--- src/rtl/wac_sample_reader.sv ---
// Read-back engine: walks the two-byte sample records in the shared BRAM, rebuilds
// each 12-bit sample and streams it out over a valid/ready handshake.
`timescale 1ns/1ps
module wac_sample_reader #(
  parameter int ADDR_W      = 12,
  parameter int DATA_BASE   = 3,
  parameter int MAX_SAMPLES = 2046
) (
  input  logic              clk,
  input  logic              rst_n,
  input  logic              start,
  input  logic [11:0]       n_samples,
  input  logic              busy_wr,
  input  logic [7:0]        bram_dout,
  output logic [ADDR_W-1:0] bram_addr,
  output logic              bram_en,
  output logic [11:0]       sample_out,
  output logic              sample_valid,
  input  logic              sample_ready,
  output logic              active,
  output logic              done,
  output logic              fmt_err
);

  localparam logic [2:0] IDLE = 3'd0;
  localparam logic [2:0] WAIT = 3'd1;
  localparam logic [2:0] RD_H = 3'd2;
  localparam logic [2:0] RD_L = 3'd3;
  localparam logic [2:0] CAP  = 3'd4;
  localparam logic [2:0] PRES = 3'd5;
  localparam logic [2:0] DONE = 3'd6;

  logic [2:0]        state;
  logic [2:0]        state_nxt;
  logic [11:0]       n_lat;
  logic [11:0]       k;
  logic [11:0]       k_inc;
  logic [11:0]       n_req;
  logic [3:0]        hi;
  logic [ADDR_W-1:0] rec_addr;

  // Requests beyond the sample area are limited so address arithmetic never wraps.
  function automatic logic [11:0] clamp_count(input logic [11:0] req);
    if (int'(req) > MAX_SAMPLES) return 12'(MAX_SAMPLES);
    return req;
  endfunction

  assign n_req    = clamp_count(n_samples);
  assign k_inc    = k + 12'd1;
  assign rec_addr = ADDR_W'(DATA_BASE) + ADDR_W'({k, 1'b0});

  always_comb begin
    state_nxt = state;
    case (state)
      IDLE: if (start) state_nxt = (n_req == 12'd0) ? DONE : WAIT;
      WAIT: if (!busy_wr) state_nxt = RD_H;
      RD_H: state_nxt = RD_L;
      RD_L: state_nxt = CAP;
      CAP:  state_nxt = PRES;
      PRES: if (sample_ready) state_nxt = (k_inc == n_lat) ? DONE : WAIT;
      DONE: state_nxt = IDLE;
      default: state_nxt = IDLE;
    endcase
  end

  // Outputs are registered from the next state so they line up with the state itself.
  always_ff @(posedge clk or negedge rst_n) begin
    if (!rst_n) begin
      state        <= IDLE;
      n_lat        <= '0;
      k            <= '0;
      hi           <= '0;
      bram_addr    <= '0;
      bram_en      <= 1'b0;
      sample_out   <= '0;
      sample_valid <= 1'b0;
      active       <= 1'b0;
      done         <= 1'b0;
      fmt_err      <= 1'b0;
    end else begin
      state   <= state_nxt;
      bram_en <= (state_nxt == RD_H) || (state_nxt == RD_L);
      active  <= (state_nxt != IDLE) && (state_nxt != DONE);
      done    <= (state_nxt == DONE);
      if (state_nxt == RD_H)      bram_addr <= rec_addr;
      else if (state_nxt == RD_L) bram_addr <= rec_addr + ADDR_W'(1);

      case (state)
        IDLE: if (start) begin
          n_lat   <= n_req;
          k       <= '0;
          fmt_err <= 1'b0;
        end
        RD_L: begin
          hi <= bram_dout[3:0];
          if (bram_dout[7:4] != 4'h0) fmt_err <= 1'b1;
        end
        CAP: begin
          sample_out   <= {hi, bram_dout};
          sample_valid <= 1'b1;
        end
        PRES: if (sample_ready) begin
          sample_valid <= 1'b0;
          k            <= k_inc;
        end
        default: ;
      endcase
    end
  end

endmodule

--- config.mk ---
export PLATFORM = sky130hd
export DESIGN_NAME = wac_sample_reader
export DESIGN_NICKNAME = d
export VERILOG_FILES = /design/src/rtl/wac_sample_reader.sv
export SDC_FILE = /design/constraint.sdc
export NUM_CORES = 1
export LEC_CHECK = 0
export CORE_MARGIN = 2
export CORE_UTILIZATION = 40
export CTS_CLUSTER_DIAMETER = 50
export CTS_CLUSTER_SIZE = 24
export DETAILED_ROUTE_END_ITERATION = 8
export SLEW_MARGIN = 20
export SYNTH_ARGS = -nofsm -noshare
export SYNTH_HDL_FRONTEND = slang
export SYNTH_SLANG_ARGS = --single-unit
--- constraint.sdc ---
create_clock -name clk -period 3 [get_ports clk]
set_input_delay 0.45 -clock clk [delete_from_list [all_inputs] [get_ports clk]]
set_output_delay 0.45 -clock clk [all_outputs]
set_load 0.02 [all_outputs]
**Word-level counts from Yosys, hierarchy flattened**

Index checks and enable logic that the tools add are counted.
Widths: inputs -> output; s select.

- Input bits: 25
- Word-level logic and storage cells: 61
- Register bits after elaboration: 60
- Output and inout bits: 29

- Reduce and logical (&&, ||, !) cells: 14
- Add/subtract/negate cells: 3
- $lt $le $gt $ge: 1
- Multiplexer cells: 19
- Eq/ne operators: 13

Operator list:

| cell | count |
|---|---|
| $mux 12 | 6 |
| $add 12x1->12 const B | 2 |
| $pmux 12 s2 | 1 |
| $pmux 3 s6 | 1 |
| $mux 3 | 5 |
| $add 2x12->12 const A | 1 |
| $eq 12x12->1 | 1 |
| $eq 3x2->1 const B | 4 |
| $gt 12x11->1 const B | 1 |
| $logic_not 12->1 | 1 |
| $eq 3x3->1 const B | 3 |
| $reduce_bool 2->1 | 4 |
| $ne 2x2->1 const B | 3 |
| $reduce_and 3->1 | 2 |
| $mux 1 | 4 |
| $pmux 1 s2 | 2 |
| $reduce_and 2->1 | 2 |
| $reduce_bool 4->1 | 1 |
| $eq 3x1->1 const B | 1 |
| $logic_not 3->1 | 1 |
| $ne 3x3->1 const B | 1 |
| $reduce_bool 3->1 | 1 |
| $logic_and 1x1->1 | 1 |
| $logic_or 1x1->1 | 1 |

**Depth between registers and ports, before layout**

Gate-level depths: netlist of the first run.

- Word-level depth: 10
- Mapped depth: 12
- Gate-level depth less buffers: 10

**Worst setup path before layout of the first run**

No wires, ideal clock.

- Path kind: reg2reg
- From: register k[1]
- To: register bram_addr[7]
- Buffers on the path: 2
- Slack: 0.151 ns
- Cell stages (with the launch flop): 12
- Arrival time: 2.725 ns
- Clock period less this slack: 2.849 ns
- Cells stage by stage: dfrtp_1 ha_1 buf_2 nand4_2 nor3_2 mux2i_1 or4_4 nor4_4 buf_4 nor3_1 xnor2_1 mux2_2

- Word-level cells in the longest chain between the ends: 7

Ends and longest elaborated chain:

| what | RTL line | RTL |
|---|---|---|
| start: declaration | 36 | `logic [11:0] k;` |
| start signal: assignment | 104 | `k <= k_inc;` |
| $add 12x1->12 | 49 | `assign k_inc = k + 12'd1;` |
| $eq 12x12->1 | 60 | `PRES: if (sample_ready) state_nxt = (k_inc == n_lat) ? DONE : WAIT;` |
| $mux 3 (2 in a row) | 60 |  |
| $pmux 3 s6 | 54 | `case (state)` |
| $eq 3x2->1, on equally long branches | 85, 86 |  |
| $mux 12 or $reduce_bool 2->1 (tied branches) | - |  |
| end signal: assignment | 85 | `if (state_nxt == RD_H) bram_addr <= rec_addr;` |
| end signal: assignment | 86 | `else if (state_nxt == RD_L) bram_addr <= rec_addr + ADDR_W'(1);` |
| end: declaration | 15 | `output logic [ADDR_W-1:0] bram_addr,` |

Several ways; a longest one is shown, not always the timed one. The select of a mux whose other input is x is not followed.
A chain may end at the register's enable or synchronous reset.

**Final worst setup path of the first run**

- From: register k[0]
- To: register done

- Word-level cells in the longest chain between the ends: 6

Ends and longest elaborated chain:

| what | RTL line | RTL |
|---|---|---|
| $add 12x1->12 | 49 |  |
| $eq 12x12->1 | 60 |  |
| $mux 3 (2 in a row) | 60 |  |
| $pmux 3 s6 | 54 |  |
| net state_nxt[1] | 34 | `logic [2:0] state_nxt;` |
| $eq 3x3->1 | 84 | `done <= (state_nxt == DONE);` |
| end signal: assignment | 84 |  |
| end: declaration | 21 | `output logic done,` |

The timed path passes the listed nets, and every way through them passes these cells.

==> results of run 1 <==
## layout make-up
class,count,area share [%]
clock buffer,9,2.75
clock inverter,7,1.19
inverter,10,0.832
multi-input combinational,277,41.8
sequential,60,33.4
tap,108,3.00
timing repair buffer,85,17.1
## through the flow
step | TNS [ns] | area (µm²) | util, % | setup WS [ns] | hold WS (ns)
floorplan | 0 | 3480 | - | 0.151 | 0.154
global placement | 0 | 4270 | 49.9 | 0.0966 | 0.459
detailed placement | 0 | 4270 | 49.9 | 0.0417 | 0.465
CTS | 0 | 4450 | 52.0 | 0.0255 | 0.294
global route | -0.0174 | 4510 | 52.8 | -0.0174 | 0.356
finish | 0 | 4510 | 52.8 | 0.124 | 0.247
## critical path, delay by kind of cell, from the launching register on
kind / cells / cell delay [ns]
and+or+nand+nor: 2 / 0.86
AOI/OAI and AO/OA: 4 / 0.73
DFF: 1 / 0.44
xor gates and xnor gates: 1 / 0.21
adders and majority gates: 1 / 0.32
buffers and inverters: 2 / 0.27
## what timing repair did
item / 4_1_cts / 5_1_grt
hold buffers: 0 / 0
gates resized for setup: 0 / 15
endpoints found under the setup margin: 0 / 11
## power breakdown
group / switching [mW] / internal [mW] / leakage (nW)
sequential: 0.208 / 1.08 / 0.742
combinational: 0.867 / 0.779 / 1.04
clock: 0.364 / 0.301 / 0.0814
## per-layer routing
| layer | up-vias | global-route usage (%) | wire (µm) |
|---|---|---|---|
| met3 | 8 | 3.74 | 375 |
| met4 | 0 | 6.41 | 127 |
| met5 | - | 0 | 0 |
| met2 | 77 | 31.3 | 4290 |
| met1 | 1453 | 27.4 | 4220 |
| li1 | 1487 | - | - |
## state kept, by name (all words and copies together) (netlist names), 3 cells and up
register,flops
bram_addr,12
hi,4
k,12
n_lat,12
sample_out,12
state,3
## cells in the final DEF (no fill, tap or decap), types with 2 or more instances in the layout
cell             netlist  final
dfrtp_1               60     56
clkdlybuf4s50_1        0     52
nand2_1               45     45
o21ai_0               31     31
buf_4                  3     31
nor2_1                23     23
mux2_2                17     17
xnor2_1               15     15
a21oi_1               13     13
nand3_1               12     11
o21ai_1               11     11
inv_1                 10     10
xor2_1                 9      9
nor3_1                10      9
clkbuf_8               0      9
nor4_1                 9      7
o22ai_1                5      5
and2_1                 5      5
nor4b_1                6      5
o22a_1                 5      5
or3_1                  4      4
o31ai_1                4      4
nand2b_1               4      4
dfrtp_2                0      4
and3_1                 3      3
nand4_1                3      3
nor2b_1                3      3
clkinv_4               0      3
clkinvlp_4             0      3
nand4_4                0      2
nand3_2                1      2
nor4_4                 2      2
xnor3_1                2      2
nor4_2                 0      2
a311oi_1               2      2
and4_1                 2      2
o211ai_1               2      2
or4_1                  2      2
a21o_1                 2      2
## cell families (layout without fill, tap and decap cells)
kind of cell | after synthesis | after routing | synth area share [%]
DFF | 60 | 60 | 43.2
muxes | 18 | 18 | 5.80
buffers and inverters | 35 | 111 | 4.32
adders and majority gates | 2 | 2 | 0.720
AOI/OAI and AO/OA | 87 | 87 | 15.4
xor gates and xnor gates | 27 | 27 | 8.03
and+or+nand+nor | 143 | 143 | 22.6
## path summary, 6_finish.rpt
| kind | start | to | slack (ns) |
|---|---|---|---|
| max reg2reg | k[0]$_DFFE_PN0P_ | done$_DFF_PN0_ | 0.12 |
| max in group asynchronous | rst_n | k[9]$_DFFE_PN0P_ | 2.16 |
| max | k[0]$_DFFE_PN0P_ | done$_DFF_PN0_ | 0.12 |
| min in group clk | sample_valid$_DFFE_PN0P_ | sample_valid$_DFFE_PN0P_ | 0.48 |
| min | rst_n | k[10]$_DFFE_PN0P_ | 0.25 |
| min reg2reg | sample_valid$_DFFE_PN0P_ | sample_valid$_DFFE_PN0P_ | 0.48 |
==> impl_metrics.yaml, run 1 <==
status:
  status: "complete, no violations"
timing:
  fin_crit_sh_pct: 95.9
  fin_worst_skew_ns: 0.00791
  worst_slew_pin_slew_ns: 0.783
  rsz0062_at_grt: "true"
  slew_headroom_pct: 47.8
  final_hold_viol_count: 0
  final_max_slew_viol_count: 0
  timing.final.crit_period_ns: 2.88
  setup_viol: 0
  max_freq_mhz: 348
setup_path:
  critical_path_class: "register to register"
  path_cells: "buf_4 > inv_1 > ha_1 > xor2_1 > o211ai_1 > nor4_2 > o2111ai_1 > or4_1 > o211ai_1 > o211a_1"
  worstPathArrival_ns: 3.16
  crit_top_cell: "o211ai_1"
  required_ns: 3.28
  worstRegToRegCells: 10
  critPathMaxFanout: 6
  endpoint_kind: "register"
  crit_path_start_kind: "register"
  slowest_delay_ns: 0.61
  slowest_stage: "or4_1"
clocking:
  cts_inserted_buffers: 9
  clock_sinks: 60
  clock_path_buffers: 2
  insertion_delay_ns: 0.35
  root_buffer: "clkbuf_8"
  cts_tree: "done"
  clkTransAtPathRegs_ns: 0.07
  postCtsSetupRepairBufs: 0
  cts_max_level: 3
logic_synthesis:
  synth.area.top_cells: "dfrtp_1 (43%), mux2_2 (5.5%), nand2_1 (4.9%), o21ai_0 (4.5%), xnor2_1 (3.8%)"
  synthCells: 372
  seq_area_frac_synth_pct: 43.2
  syn_avg_cell_area_um2: 9.34
  synth_top_area_share_pct: 43.2
  synth.distinct_cells: 58
  netlist_area_mm2: 0.00348
  ys_warn_count: 0
  synthArstFlopShare_pct: 100
  yosysMostFrequentCell: "dfrtp_1"
  yosys.area.top_type: "dfrtp_1"
  synthTopCellsByCount: "dfrtp_1 (60), nand2_1 (45), o21ai_0 (31)"
  synth_edf_count: 0
  syn_nets: 399
  synthFlopType: "dfrtp_1"
  ys_ff_latch: 60
die:
  ios: 54
  die_h_um: 97.2
  core_mm2: 0.00855
  initial_core_util_pct: 40.6
  die_w_um: 97.2
  num_rows: 34
  dieArea_mm2: 0.00945
pwr:
  finalPower_mw: 3.59
  ir_worst_vdd_mv: 0.469
  p_per_area_mw_per_mm2: 797
  p_leak_nw: 1.86
grt:
  grt_max_degree: 61
  grt_pass1_wl_mm: 14.8
  gr-usage-all-layers_pct: 19.7
  antenna_found_initial: 0
  grt_remaining_overflow: 0
  grt_pass1_vias: 2853
routing:
  drc: 0
  vias: 3025
  drt_iter0_drc: 120
  final_antenna_net_count: 0
  avgViaCountPerCell: 5.44
  drt_pass1_iterations: 4
  wire_per_inst_um: 16.2
  totalWireLength_mm: 9.01
flow_run:
  drv_cap: 0
finish:
  diodes: 0
  seqCellArea_mm2: 0.00151
  fin_nets: 470
  drive_gt1_share_pct: 19.0
  layoutNonFillerInstCount: 556
  syn_to_final_growth_pct: 29.8
  multi_input_area_mm2: 0.00189
  fillCellCount: 795
placed_design:
  routabilityCongestion: 0.862
  io_buffer_count: 53
  dp.cells: 540
  hpwl_mm: 6.64
min_path:
  hold_path.class: "input pin to asynchronous set/reset pin"
Note: power is estimated with default switching activity, not from simulation.
==> run 2: changes to the inputs <==
ABC_AREA = 1   (was not set)
CTS_CLUSTER_DIAMETER = 200   (was 50)
PLACE_DENSITY = 0.65   (was not set)
==> run 2 against run 1 <==
Against the previous run: global-route usage down 0.86 points; sequential share of layout area up 3.7 points; total power decreased by 7.9%; setup slack gained 0.61 ns; clock power increased by 3%; clock-buffer cell count is 4 higher.
==> impl_metrics.yaml, run 2 <==
status:
  status: "complete, no violations"
logic_synthesis:
  yosysMostFrequentCell: "nand2_1"
  synth.area.top_cells: "dfrtp_1 (47%), nand2_1 (15%), inv_1 (6.5%), o21ai_0 (4.2%), nor2_1 (3.8%)"
  synthCells: 417
  ys_warn_count: 0
  syn_nets: 444
  synth.distinct_cells: 30
  seq_area_frac_synth_pct: 47.0
  synth_edf_count: 0
  synthTopCellsByCount: "nand2_1 (124), dfrtp_1 (60), inv_1 (55)"
  synthFlopType: "dfrtp_1"
  synthArstFlopShare_pct: 100
  ys_ff_latch: 60
  yosys.area.top_type: "dfrtp_1"
  syn_avg_cell_area_um2: 7.65
  synth_top_area_share_pct: 47.0
  netlist_area_mm2: 0.00319
die:
  ios: 54
  die_w_um: 93.3
  num_rows: 32
  dieArea_mm2: 0.00871
  initial_core_util_pct: 41.3
  core_mm2: 0.00773
  die_h_um: 93.3
min_path:
  hold_path.class: "input pin to asynchronous set/reset pin"
clocking:
  cts_resized: 0
  cts_inserted_buffers: 9
  insertion_delay_ns: 0.34
  clkTransAtPathRegs_ns: 0.07
  clock_sinks: 60
  postCtsSetupRepairBufs: 0
  root_buffer: "clkbuf_8"
  cts_max_level: 3
  clock_path_buffers: 2
  cts_tree: "done"
  hold_buffers: 0
grt:
  grt_remaining_overflow: 0
  grt_pass1_wl_mm: 12.8
  grt_pass1_vias: 2730
  antenna_found_initial: 0
  grt_max_degree: 61
  gr-usage-all-layers_pct: 18.9
pwr:
  p_leak_nw: 1.90
  ir_worst_vdd_mv: 0.466
  sw_frac_of_total_pct: 39.0
  clockPowerShare_pct: 20.7
  p_comb_share_pct: 41.6
  p_int_mw: 2.02
  p_seq_share_pct: 37.7
  p_sw_mw: 1.29
  p_per_area_mw_per_mm2: 817
routing:
  drt_iter0_drc: 124
  vias: 2871
  totalWireLength_mm: 7.49
  avgViaCountPerCell: 4.89
  drt_pass1_iterations: 4
  wire_per_inst_um: 12.8
  final_antenna_net_count: 0
  drc: 0
placed_design:
  hpwl_mm: 5.62
  routabilityCongestion: 0.850
  io_buffer_count: 53
  place_ws_ns: 0.703
setup_path:
  worstPathArrival_ns: 2.50
  critical_path.startpoint: "k[0]$_DFFE_PN0P_"
  required_ns: 3.23
  reg2reg_setup_slack_ns: 0.73
  worstRegToRegCells: 14
  reg2reg_from: "k[0]$_DFFE_PN0P_"
  crit_path_start_kind: "register"
  critical_path_class: "register to register"
  r2r_end: "active$_DFF_PN0_"
  cp-endpoint: "active$_DFF_PN0_"
  endpoint_kind: "register"
  critPathMaxFanout: 7
finish:
  diodes: 0
  fillCellCount: 732
  final_common_cell: "nand2_1"
  final_cell_mix: "nand2_1 (124), dfrtp_1 (60), inv_1 (55)"
  drive_gt1_share_pct: 10.7
  syn_to_final_growth_pct: 27.0
  final_util_pct: 52.4
  fin_nets: 507
timing:
  timing.final.crit_period_ns: 2.27
  final_hold_viol_count: 0
  fin_worst_skew_ns: 0.00695
  worst_slew_pin_slew_ns: 0.745
  fin_crit_sh_pct: 75.7
  final_max_slew_viol_count: 0
  setup_viol: 0
  fin_ws_ns: 0.729
  rsz0062_at_grt: "false"
  setup_tns_ns: 0
  max_freq_mhz: 440
  slew_headroom_pct: 50.3
flow_run:
  drv_cap: 0
## run 2: changes by cell type after synthesis, sizes merged, moves of 11 or more
cell,previous run,this run
nand2,45,138
inv,10,56
mux2,17,0
nor2,24,40
nand3,13,26
xnor2,15,2
o21ai,42,30
buf,11,0
## run 2: layer usage
layer / up-vias / global-route usage (%) / part of all wire, % / wire (µm)
met5: - / 0 / 0 / 0
met4: 0 / 6.86 / 0.93 / 70
met3: 6 / 6.69 / 5.9 / 444
met2: 82 / 27.2 / 44 / 3280
met1: 1309 / 26.1 / 49 / 3690
li1: 1474 / - / - / -
## run 2: layout make-up
type                    instances  area [µm²]  area share, %
inverters                      58         218           5.37
clock buffers                  13         169           4.17
clock inverters                 3        20.0          0.494
multi-input cells             292        1450           35.7
flip-flops and latches         60        1500           37.0
repair buffers                 59         571           14.1
well taps                     102         128           3.15
## run 2: power by group through the flow
stage	sequential, mW	clock [mW]	combinational (mW)
final	1.25	0.685	1.38
after global routing	1.29	0.741	1.55
after CTS	1.25	0.700	1.39
after detailed placement	1.26	0	1.38
after global placement	1.25	0	1.37
after floorplan	1.43	0	0.625
## run 2: cell families (layout without fill, tap and decap cells)
group | Yosys count | in the layout | synth area share, %
AND/OR/NAND/NOR | 225 | 225 | 32.2
adder cells (fa/ha/maj) | 2 | 2 | 0.784
AO/OA/AOI/OAI | 56 | 56 | 9.84
buffers and inverters | 65 | 133 | 7.64
flip-flops | 60 | 60 | 47.0
XOR/XNOR | 9 | 9 | 2.47
## run 2: worst max-delay path: stages (launching register included)
cell     delay [ns]
dfrtp_1        0.47
inv_2          0.12
ha_1           0.36
xor2_1         0.17
nand2_1        0.08
nor2_1         0.11
nand2_1        0.05
nor2_1         0.08
nand2_1        0.07
nor2_2         0.09
nand3_2        0.10
a21oi_1        0.24
nand2_1        0.10
nand2_1        0.08
nand2_1        0.05
## run 2: worst min path at each step
stage                                     end  slack [ns]  cells after the start
CTS                  bram_addr[8]$_DFFE_PN0P_        0.28                      2
finish              bram_addr[11]$_DFFE_PN0P_        0.24                      2
detailed placement   bram_addr[0]$_DFFE_PN0P_        0.46                      2
global route         bram_addr[8]$_DFFE_PN0P_        0.32                      2
floorplan                    active$_DFF_PN0_        0.15                      0
global placement    sample_out[1]$_DFFE_PN0P_        0.45                      2
## run 2: through the flow
step                cell area, µm²  hold WS, ns  cells  power (mW)
global route                  4050        0.316    587        3.58
CTS                           4050        0.283    587        3.34
finish                        4050        0.243    587        3.31
global placement              3860        0.454    571        2.62
detailed placement            3860        0.459    571        2.64
floorplan                     3190        0.154    417        2.05
